**config.mk**
```make
export PLATFORM = sky130hd
export DESIGN_NAME = nasti_cmd_sequencer
export DESIGN_NICKNAME = d
export VERILOG_FILES = /design/src/rtl/nasti_cmd_sequencer_pkg.sv /design/src/rtl/nasti_cmd_sequencer_addr_gen.sv /design/src/rtl/nasti_cmd_sequencer.sv
export SDC_FILE = /design/constraint.sdc
export NUM_CORES = 1
export LEC_CHECK = 0
export CELL_PAD_IN_SITES_DETAIL_PLACEMENT = 2
export CELL_PAD_IN_SITES_GLOBAL_PLACEMENT = 2
export CORE_ASPECT_RATIO = 0.9
export CORE_MARGIN = 2
export CORE_UTILIZATION = 23
export DETAILED_ROUTE_END_ITERATION = 16
export PLACE_DENSITY_LB_ADDON = 0.15
export SYNTH_ARGS = -nofsm -noshare
export SYNTH_HDL_FRONTEND = slang
export SYNTH_SLANG_ARGS = --single-unit
```
**constraint.sdc**
```tcl
create_clock -name core_clk -period 7.6 [get_ports core_clk]
set_input_delay 1.52 -clock core_clk [delete_from_list [all_inputs] [get_ports core_clk]]
set_output_delay 1.52 -clock core_clk [all_outputs]
set_load 0.03 [all_outputs]
```
**src/rtl/nasti_cmd_sequencer_pkg.sv**
```systemverilog
// Shared NASTI definitions used by the command sequencer and the frontend:
// burst encodings, response codes, sequencer states and FIFO word widths.
package nasti_cmd_sequencer_pkg;

  // AXI burst types; the reserved encoding 2'b11 is handled like INCR.
  typedef enum logic [1:0] {
    BURST_FIXED = 2'b00,
    BURST_INCR  = 2'b01,
    BURST_WRAP  = 2'b10
  } burst_e;

  // Write response codes.
  localparam logic [1:0] RESP_OKAY   = 2'b00;
  localparam logic [1:0] RESP_SLVERR = 2'b10;

  // Sequencer FSM states.
  typedef enum logic [1:0] {
    IDLE     = 2'd0,
    RD_BURST = 2'd1,
    WR_BURST = 2'd2
  } seq_state_e;

  // len[7:0] + size[2:0] + burst[1:0] carried after id/addr in an AR/AW word.
  localparam int AX_CTRL_WIDTH = 13;

  // AR/AW FIFO word: {id, addr, len, size, burst}.
  function automatic int ax_width(input int id_w, input int addr_w);
    return id_w + addr_w + AX_CTRL_WIDTH;
  endfunction

  // W FIFO word: {data, strb}.
  function automatic int w_width(input int data_w);
    return data_w + data_w / 8;
  endfunction

  // B FIFO word: {id, resp}.
  function automatic int b_width(input int id_w);
    return id_w + 2;
  endfunction

endpackage

```
**src/rtl/nasti_cmd_sequencer_addr_gen.sv**
```systemverilog
// Next-beat address calculator for FIXED, INCR and WRAP bursts.
module nasti_addr_gen
  import nasti_cmd_sequencer_pkg::*;
#(
  parameter int C_ADDR_WIDTH = 32
) (
  input  logic [C_ADDR_WIDTH-1:0] addr,
  input  logic [2:0]              size,
  input  logic [7:0]              len,
  input  logic [1:0]              burst,
  output logic [C_ADDR_WIDTH-1:0] next_addr
);

  logic [C_ADDR_WIDTH-1:0] step;
  logic [C_ADDR_WIDTH-1:0] incr_addr;
  logic [C_ADDR_WIDTH-1:0] wrap_mask;

  // Step by one beat; WRAP keeps the upper bits of the aligned window base
  // and lets only the offset inside the (len+1)<<size window advance.
  always_comb begin
    step      = C_ADDR_WIDTH'(1) << size;
    incr_addr = addr + step;
    wrap_mask = ((C_ADDR_WIDTH'(len) + C_ADDR_WIDTH'(1)) << size) - C_ADDR_WIDTH'(1);
    next_addr = incr_addr;
    case (burst)
      BURST_FIXED: next_addr = addr;
      BURST_WRAP:  next_addr = (addr & ~wrap_mask) | (incr_addr & wrap_mask);
      default:     next_addr = incr_addr;
    endcase
  end

endmodule

```
**src/rtl/nasti_cmd_sequencer.sv**
```systemverilog
// Pulls AXI read/write address commands from FWFT FIFOs, arbitrates them
// round-robin, and expands each burst into per-beat commands for the DDR
// scheduler, consuming write data and producing write responses.
module nasti_cmd_sequencer
  import nasti_cmd_sequencer_pkg::*;
#(
  parameter int C_ID_WIDTH   = 4,
  parameter int C_ADDR_WIDTH = 32,
  parameter int C_DATA_WIDTH = 64
) (
  input  logic                                       core_clk,
  input  logic                                       core_arstn,
  input  logic [ax_width(C_ID_WIDTH, C_ADDR_WIDTH)-1:0] rdata_ar,
  input  logic                                       rempty_ar,
  output logic                                       rinc_ar,
  input  logic [ax_width(C_ID_WIDTH, C_ADDR_WIDTH)-1:0] rdata_aw,
  input  logic                                       rempty_aw,
  output logic                                       rinc_aw,
  input  logic [w_width(C_DATA_WIDTH)-1:0]           rdata_w,
  input  logic                                       rempty_w,
  output logic                                       rinc_w,
  output logic [b_width(C_ID_WIDTH)-1:0]             wdata_b,
  input  logic                                       wfull_b,
  output logic                                       winc_b,
  output logic                                       cmd_valid,
  input  logic                                       cmd_ready,
  output logic                                       cmd_we,
  output logic [C_ADDR_WIDTH-1:0]                    cmd_addr,
  output logic [C_ID_WIDTH-1:0]                      cmd_id,
  output logic                                       cmd_last,
  output logic [C_DATA_WIDTH-1:0]                    cmd_wdata,
  output logic [C_DATA_WIDTH/8-1:0]                  cmd_wstrb
);

  localparam int STRB_WIDTH = C_DATA_WIDTH / 8;

  typedef struct packed {
    logic [C_ID_WIDTH-1:0]   id;
    logic [C_ADDR_WIDTH-1:0] addr;
    logic [7:0]              len;
    logic [2:0]              size;
    logic [1:0]              burst;
  } ax_fields_t;

  ax_fields_t ar_fields;
  ax_fields_t aw_fields;
  ax_fields_t sel_fields;

  logic [C_DATA_WIDTH-1:0] w_data;
  logic [STRB_WIDTH-1:0]   w_strb;

  seq_state_e              state_q, state_d;
  logic                    rr_rd_q, rr_rd_d;
  logic [C_ID_WIDTH-1:0]   id_q, id_d;
  logic [C_ADDR_WIDTH-1:0] addr_q, addr_d;
  logic [7:0]              len_q, len_d;
  logic [2:0]              size_q, size_d;
  logic [1:0]              burst_q, burst_d;
  logic [7:0]              beat_q, beat_d;

  logic                    grant_rd;
  logic                    grant_wr;
  logic                    last_beat;
  logic                    beat_fire;
  logic [C_ADDR_WIDTH-1:0] next_addr;

  assign ar_fields = rdata_ar;
  assign aw_fields = rdata_aw;
  assign w_data    = rdata_w[STRB_WIDTH +: C_DATA_WIDTH];
  assign w_strb    = rdata_w[STRB_WIDTH-1:0];

  // The latched burst fields are stable while a beat is offered, so the
  // command outputs come straight from the flops.
  assign cmd_addr  = addr_q;
  assign cmd_id    = id_q;
  assign wdata_b   = {id_q, RESP_OKAY};
  assign last_beat = (beat_q == len_q);

  // Round-robin arbitration: rr_rd_q means read has priority on contention.
  always_comb begin
    grant_rd   = !rempty_ar && (rempty_aw || rr_rd_q);
    grant_wr   = !rempty_aw && (rempty_ar || !rr_rd_q);
    sel_fields = grant_rd ? ar_fields : aw_fields;
  end

  nasti_addr_gen #(
    .C_ADDR_WIDTH(C_ADDR_WIDTH)
  ) u_addr_gen (
    .addr      (addr_q),
    .size      (size_q),
    .len       (len_q),
    .burst     (burst_q),
    .next_addr (next_addr)
  );

  // Next-state and output logic: grant in IDLE, then one command per beat.
  always_comb begin
    state_d   = state_q;
    rr_rd_d   = rr_rd_q;
    id_d      = id_q;
    addr_d    = addr_q;
    len_d     = len_q;
    size_d    = size_q;
    burst_d   = burst_q;
    beat_d    = beat_q;
    rinc_ar   = 1'b0;
    rinc_aw   = 1'b0;
    rinc_w    = 1'b0;
    winc_b    = 1'b0;
    cmd_valid = 1'b0;
    cmd_we    = 1'b0;
    cmd_last  = 1'b0;
    cmd_wdata = '0;
    cmd_wstrb = '0;
    beat_fire = 1'b0;

    case (state_q)
      IDLE: begin
        // Pops are suppressed while reset is asserted so no FIFO word is lost.
        if (core_arstn && (grant_rd || grant_wr)) begin
          rinc_ar = grant_rd;
          rinc_aw = grant_wr;
          id_d    = sel_fields.id;
          addr_d  = sel_fields.addr;
          len_d   = sel_fields.len;
          size_d  = sel_fields.size;
          burst_d = sel_fields.burst;
          beat_d  = 8'd0;
          rr_rd_d = grant_wr;
          state_d = grant_rd ? RD_BURST : WR_BURST;
        end
      end
      RD_BURST: begin
        cmd_valid = 1'b1;
        cmd_last  = last_beat;
        beat_fire = cmd_ready;
      end
      WR_BURST: begin
        cmd_we    = 1'b1;
        cmd_last  = last_beat;
        cmd_wdata = w_data;
        cmd_wstrb = w_strb;
        cmd_valid = !rempty_w && (!last_beat || !wfull_b);
        beat_fire = cmd_valid && cmd_ready;
        rinc_w    = beat_fire;
        winc_b    = beat_fire && last_beat;
      end
      default: begin
        state_d = IDLE;
      end
    endcase

    if (beat_fire) begin
      addr_d = next_addr;
      if (last_beat) begin
        state_d = IDLE;
      end else begin
        beat_d = beat_q + 8'd1;
      end
    end
  end

  // State and latched burst fields with asynchronous active-low reset.
  always_ff @(posedge core_clk or negedge core_arstn) begin
    if (!core_arstn) begin
      state_q <= IDLE;
      rr_rd_q <= 1'b1;
      id_q    <= '0;
      addr_q  <= '0;
      len_q   <= '0;
      size_q  <= '0;
      burst_q <= '0;
      beat_q  <= '0;
    end else begin
      state_q <= state_d;
      rr_rd_q <= rr_rd_d;
      id_q    <= id_d;
      addr_q  <= addr_d;
      len_q   <= len_d;
      size_q  <= size_d;
      burst_q <= burst_d;
      beat_q  <= beat_d;
    end
  end

endmodule

```
# After elaboration in Yosys (flattened, before gate mapping)
# Index checks and enable logic that the tools add are counted.
# totals
ram_bits,0
inputBits,177
latchBits,0
out_inout_bits,121
mem_bits_ro,0
n_memories,0
word_cells,72
reg_bits,60
# classes
n_addsub,4
mul,0
order_cmp,0
mux,26
n_div,0
reduce_logical,23
n_eq_ne,5
n_shift,2
n_bitwise,4
# ops
cell,count
2-to-1 mux 32 bit,3
bitwise AND 32 bit,2
2-to-1 mux 64 bit,1
one-hot mux 32 bit (2 select lines),1
2-to-1 mux 49 bit,1
2-to-1 mux 8 bit,5
adder 32 bit,1
inverter 32 bit,1
bitwise OR 32 bit,1
left shift 1 x 3 -> 32 bit (first input constant),1
left shift 32 x 3 -> 32 bit,1
subtractor 32 x 1 -> 32 bit (second input constant),1
adder 8 x 1 -> 9 bit (second input constant),1
adder 8 x 1 -> 8 bit (second input constant),1
== test 8 bit,1
2-to-1 mux 1 bit,8
2-to-1 mux 2 bit,4
logical AND 1 bit,6
zero test 1 bit,6
== test 2 bit (second input constant),2
zero test 2 bit,2
logical OR 1 bit,4
one-hot mux 1 bit (2 select lines),2
one-hot mux 2 bit (2 select lines),1
6 further kinds,7

# Longest topological paths before layout
# depth
ltp_word,9
mapped_depth,15
depth_no_buf,13

# Hierarchy
# A second synthesis with hierarchy kept.
# hier_totals
hier_cells,751
area_unflattened_um2,6137.1
# by_module_without_submodules
module,seq_area_each_um2,instances,area_each_um2,cells_per_inst
nasti_cmd_sequencer,1502.7,1,3849.9,403
nasti_addr_gen,0.0,1,2287.2,348

# Worst setup path before layout
# No wires, ideal clock.
# synth_path
kind,input to output
start,in rempty_aw
end,out rinc_ar
arrival_ns,2.867
t_required_ns,6.080
slack_ns,3.213
path_stages,5
path_buffers,2
cell_sequence,nor2_1 > or2_2 > clkbuf_1 > nor2_1 > clkbuf_1
# synth_between
elab_chain_cells,6
word_cells_on_any_way,8
classes_between,mux (2); reduce/logical (6)
# synth_lines
element,line_no,text
"start, declared",nasti_cmd_sequencer.sv:17,"input logic rempty_aw,"
logical OR 1 bit or zero test 1 bit (tied branches),"nasti_cmd_sequencer.sv:81, nasti_cmd_sequencer.sv:82",
logical AND 1 bit (on tied branches),"nasti_cmd_sequencer.sv:81, nasti_cmd_sequencer.sv:82",
logical OR 1 bit,nasti_cmd_sequencer.sv:120,if (core_arstn && (grant_rd || grant_wr)) begin
logical AND 1 bit,nasti_cmd_sequencer.sv:120,
2-to-1 mux 1 bit (*),nasti_cmd_sequencer.sv:120,
2-to-1 mux 1 bit (*),nasti_cmd_sequencer.sv:117,case (state_q)
"end, declared",nasti_cmd_sequencer.sv:15,"output logic rinc_ar,"
# Every way passes the cells marked *; elsewhere a longest branch is shown, timed or not.

# Worst setup path after layout
# layout_path
start,in rempty_aw
end,out rinc_aw
# layout_between
elab_chain_cells,6
word_cells_on_any_way,8
classes_between,mux (2); reduce/logical (6)
# layout_lines
element,line_no,text
logical OR 1 bit or zero test 1 bit (tied branches),"nasti_cmd_sequencer.sv:81, nasti_cmd_sequencer.sv:82",
logical AND 1 bit (on tied branches),"nasti_cmd_sequencer.sv:81, nasti_cmd_sequencer.sv:82",
logical OR 1 bit,nasti_cmd_sequencer.sv:120,
logical AND 1 bit,nasti_cmd_sequencer.sv:120,
2-to-1 mux 1 bit (*),nasti_cmd_sequencer.sv:120,
2-to-1 mux 1 bit (*),nasti_cmd_sequencer.sv:117,
"end, declared",nasti_cmd_sequencer.sv:18,"output logic rinc_aw,"
# Marked as above.

==> run summary <==
Outcome = complete, no violations
Post-synth top flop = dfrtp_1
Max_slew headroom = 24.5%
Routability Congestion = 0.798
Max Freq = 193 MHz
Post-route setup TNS = 0 ns
Filler cells = 2967
DR pass1 iterations = 5
Global-route usage over all layers = 22.1%
Final worst setup slack = 2.43 ns
Reg-to-reg slack, setup = 2.86 ns
CTS Buffer Depth = 2
Layout cells sized above 1 = 5.25%
First-pass GRT wire length = 46.8 mm
Post-synth EDFFs = 0
Initial Util = 23.3%
Pins over their slew limit = 0
Number of top-level pins = 298
Hold Buf Count CTS = 0
Final hold vios = 0
Post-CTS sizing = 0
CTS tree = built
Area grow syn2layout = 58.4%
RSZ-0062 raised after global routing = no
Final Skew = 0.00951 ns
CTS root buf = clkbuf_16
Inst Count DP = 1398
Crit path time final = 5.17 ns
DPL Wire Length = 24.3 mm
Total wire length = 30.8 mm
RR Startpoint = len_q[0]
Cell variety after synth = 81
PortBufs = 295
Reg2reg path depth = 9
Vias = 7276
Antenna violations before repair = 2
Hold Crit Start = rr_rd_q
Setup CP Type = input port to primary output
Mapped Cells = 803
Hold path cells = 1
DRC Markers = 0
Startpoint types = input port
Hold EP = rr_rd_q
Mean Syn Cell Area = 7.51 µm²
Async S/R FF share, synth = 100%
Iteration-0 DRC Markers = 378
Worst-Skew Late Latency = 0.34 ns
Worst slew pin tran = 1.12 ns
Yosys warnings = 0
Pre-CTS setup slack = 2.39 ns
Worst-case vdd ir drop = 0.175 mV
Min-delay worst type = register to register
Final non-filler cell total = 1416
Grt ovf = 0
Register area share after synthesis = 24.9%
Synth Register Bits = 60
Worst EP arrival = 3.65 ns
Die X = 175 µm
Required @ worst endpoint = 6.08 ns
Via density = 5.14
LEAKAGE = 3.74 nW
Critical path fanouts, max = 34
Clock Sink Count = 60
Count of final setup violators = 0
Post-CTS Setup Repair Bufs = 0
Die H = 158 µm
Overall Power = 3.95 mW
Pwr/cell area = 414 mW/mm²
CTS HTree Levels = 3
WL/cell = 21.7 µm
Rows = 56
Max-cap viol count = 0
CTS clk-pin slew, worst paths = 0.05 ns
Total core area = 0.0259 mm²
CP endpoint kind = primary output
Area of the die = 0.0275 mm²
Routed Antenna Nets = 0
Cell area after synthesis = 0.00603 mm²
Vias in the first global route = 7666
Final worst path period share = 68.1%
CTS buffer count = 9
Largest net degree at the start of global routing = 75
Layout Nets = 1254
==> worst max-delay path by stage <==
stage | startpoint | to | slack, ns
final | rempty_aw | rinc_aw | 2.43
after global routing | len_q[0] | register | 2.27
after CTS | rempty_aw | rinc_aw | 2.39
after detailed placement | rempty_aw | rinc_aw | 2.39
after global placement | rempty_aw | rinc_aw | 2.47
after floorplan | rempty_aw | rinc_ar | 3.21
==> where the power goes <==
part / internal (mW) / total (mW) / leakage (nW) / switching (mW)
Sequential: 0.458 / 0.732 / 0.742 / 0.274
Clock: 0.296 / 0.455 / 0.153 / 0.160
Combinational: 1.11 / 2.77 / 2.85 / 1.66
==> through the flow <==
step / hold slack, ns / area, µm² / util (%)
after floorplan: 0.492 / 6040 / -
after global placement: 0.512 / 9230 / 35.6
after detailed placement: 0.512 / 9230 / 35.6
after CTS: 0.521 / 9550 / 36.8
after global routing: 0.532 / 9560 / 36.9
final: 0.521 / 9560 / 36.9
==> layout by cell type (no fill, tap or decap), types with 4 or more instances in the layout <==
cell type          n
clkdlybuf4s50_1  294
nand2_1           88
and2_1            77
dfrtp_1           59
a21oi_1           57
o21ai_0           51
nor2_1            50
nand3_1           42
inv_1             36
nor3_1            23
a222oi_1          18
xor2_1            17
and3_1            16
mux2i_1           15
ha_1              14
o211ai_1          13
xnor2_1           13
buf_4             11
nand4_1            9
clkbuf_16          9
a31oi_1            8
nor2b_1            7
nand2b_1           6
nor4_1             6
o21a_1             6
o31ai_1            6
a32o_1             6
a311oi_1           5
a211oi_1           5
a21o_1             5
mux2_2             5
nand3b_1           4
or4_1              4
==> cell type report <==
type,count,area (µm²),share of cell area (%)
Sequential cell,60,1500,15.7
Inverter,37,139,1.45
Clock buffer,12,246,2.58
Multi-Input combinational cell,647,4120,43.2
Tap cell,348,435,4.56
Timing Repair Buffer,306,3030,31.7
Antenna cell,2,5.00,0.0524
Clock inverter,4,72.6,0.759
==> synthesized netlist by cell type (all sizes together), types with 6 or more instances <==
cell type	number	share of area, %
nand3	43	3.7
xnor2	13	1.9
inv	36	2.2
o211ai	13	1.6
ha	15	3.1
nand2	88	5.5
a31oi	8	0.83
and3	18	2.0
mux2i	15	2.5
a21oi	58	4.9
o21ai	54	4.5
a222oi	18	3.0
a211oi	6	0.83
nand4	10	1.1
o21a	6	0.75
nor3	24	2.1
nand2b	6	0.62
nor4	7	0.97
xor2	17	2.5
and2	77	8.0
o31ai	6	0.75
nor2b	7	0.73
clkbuf	39	2.4
buf	21	2.2
nor2	51	3.2
dfrtp	59	24
a32o	6	1.0
==> layer usage <==
layer,vias to the layer above,share of wire (%),GRT usage (%)
li1,3429,-,-
met1,3662,43,26.7
met2,174,52,41.3
met3,11,4.6,4.06
met4,0,0.67,3.65
met5,-,0,0
==> kinds of logic after synthesis <==
family / Yosys count / share of synthesized area (%)
adders and majority gates: 16 / 3.44
and+or+nand+nor: 353 / 30.6
AOI/OAI and AO/OA: 224 / 25.5
buffers and inverters: 97 / 6.95
other: 1 / 0.0622
muxes: 22 / 4.17
DFF: 60 / 24.9
xor gates and xnor gates: 30 / 4.36
==> critical path: stages <==
cell and delay [ns]:
clkdlybuf4s50_1 0.42, nor2_1 0.21, nor2_4 0.04, buf_4 0.29
nor2_1 0.18, buf_4 0.26, clkdlybuf4s50_1 0.72
Power figures use the tool's default switching activity.
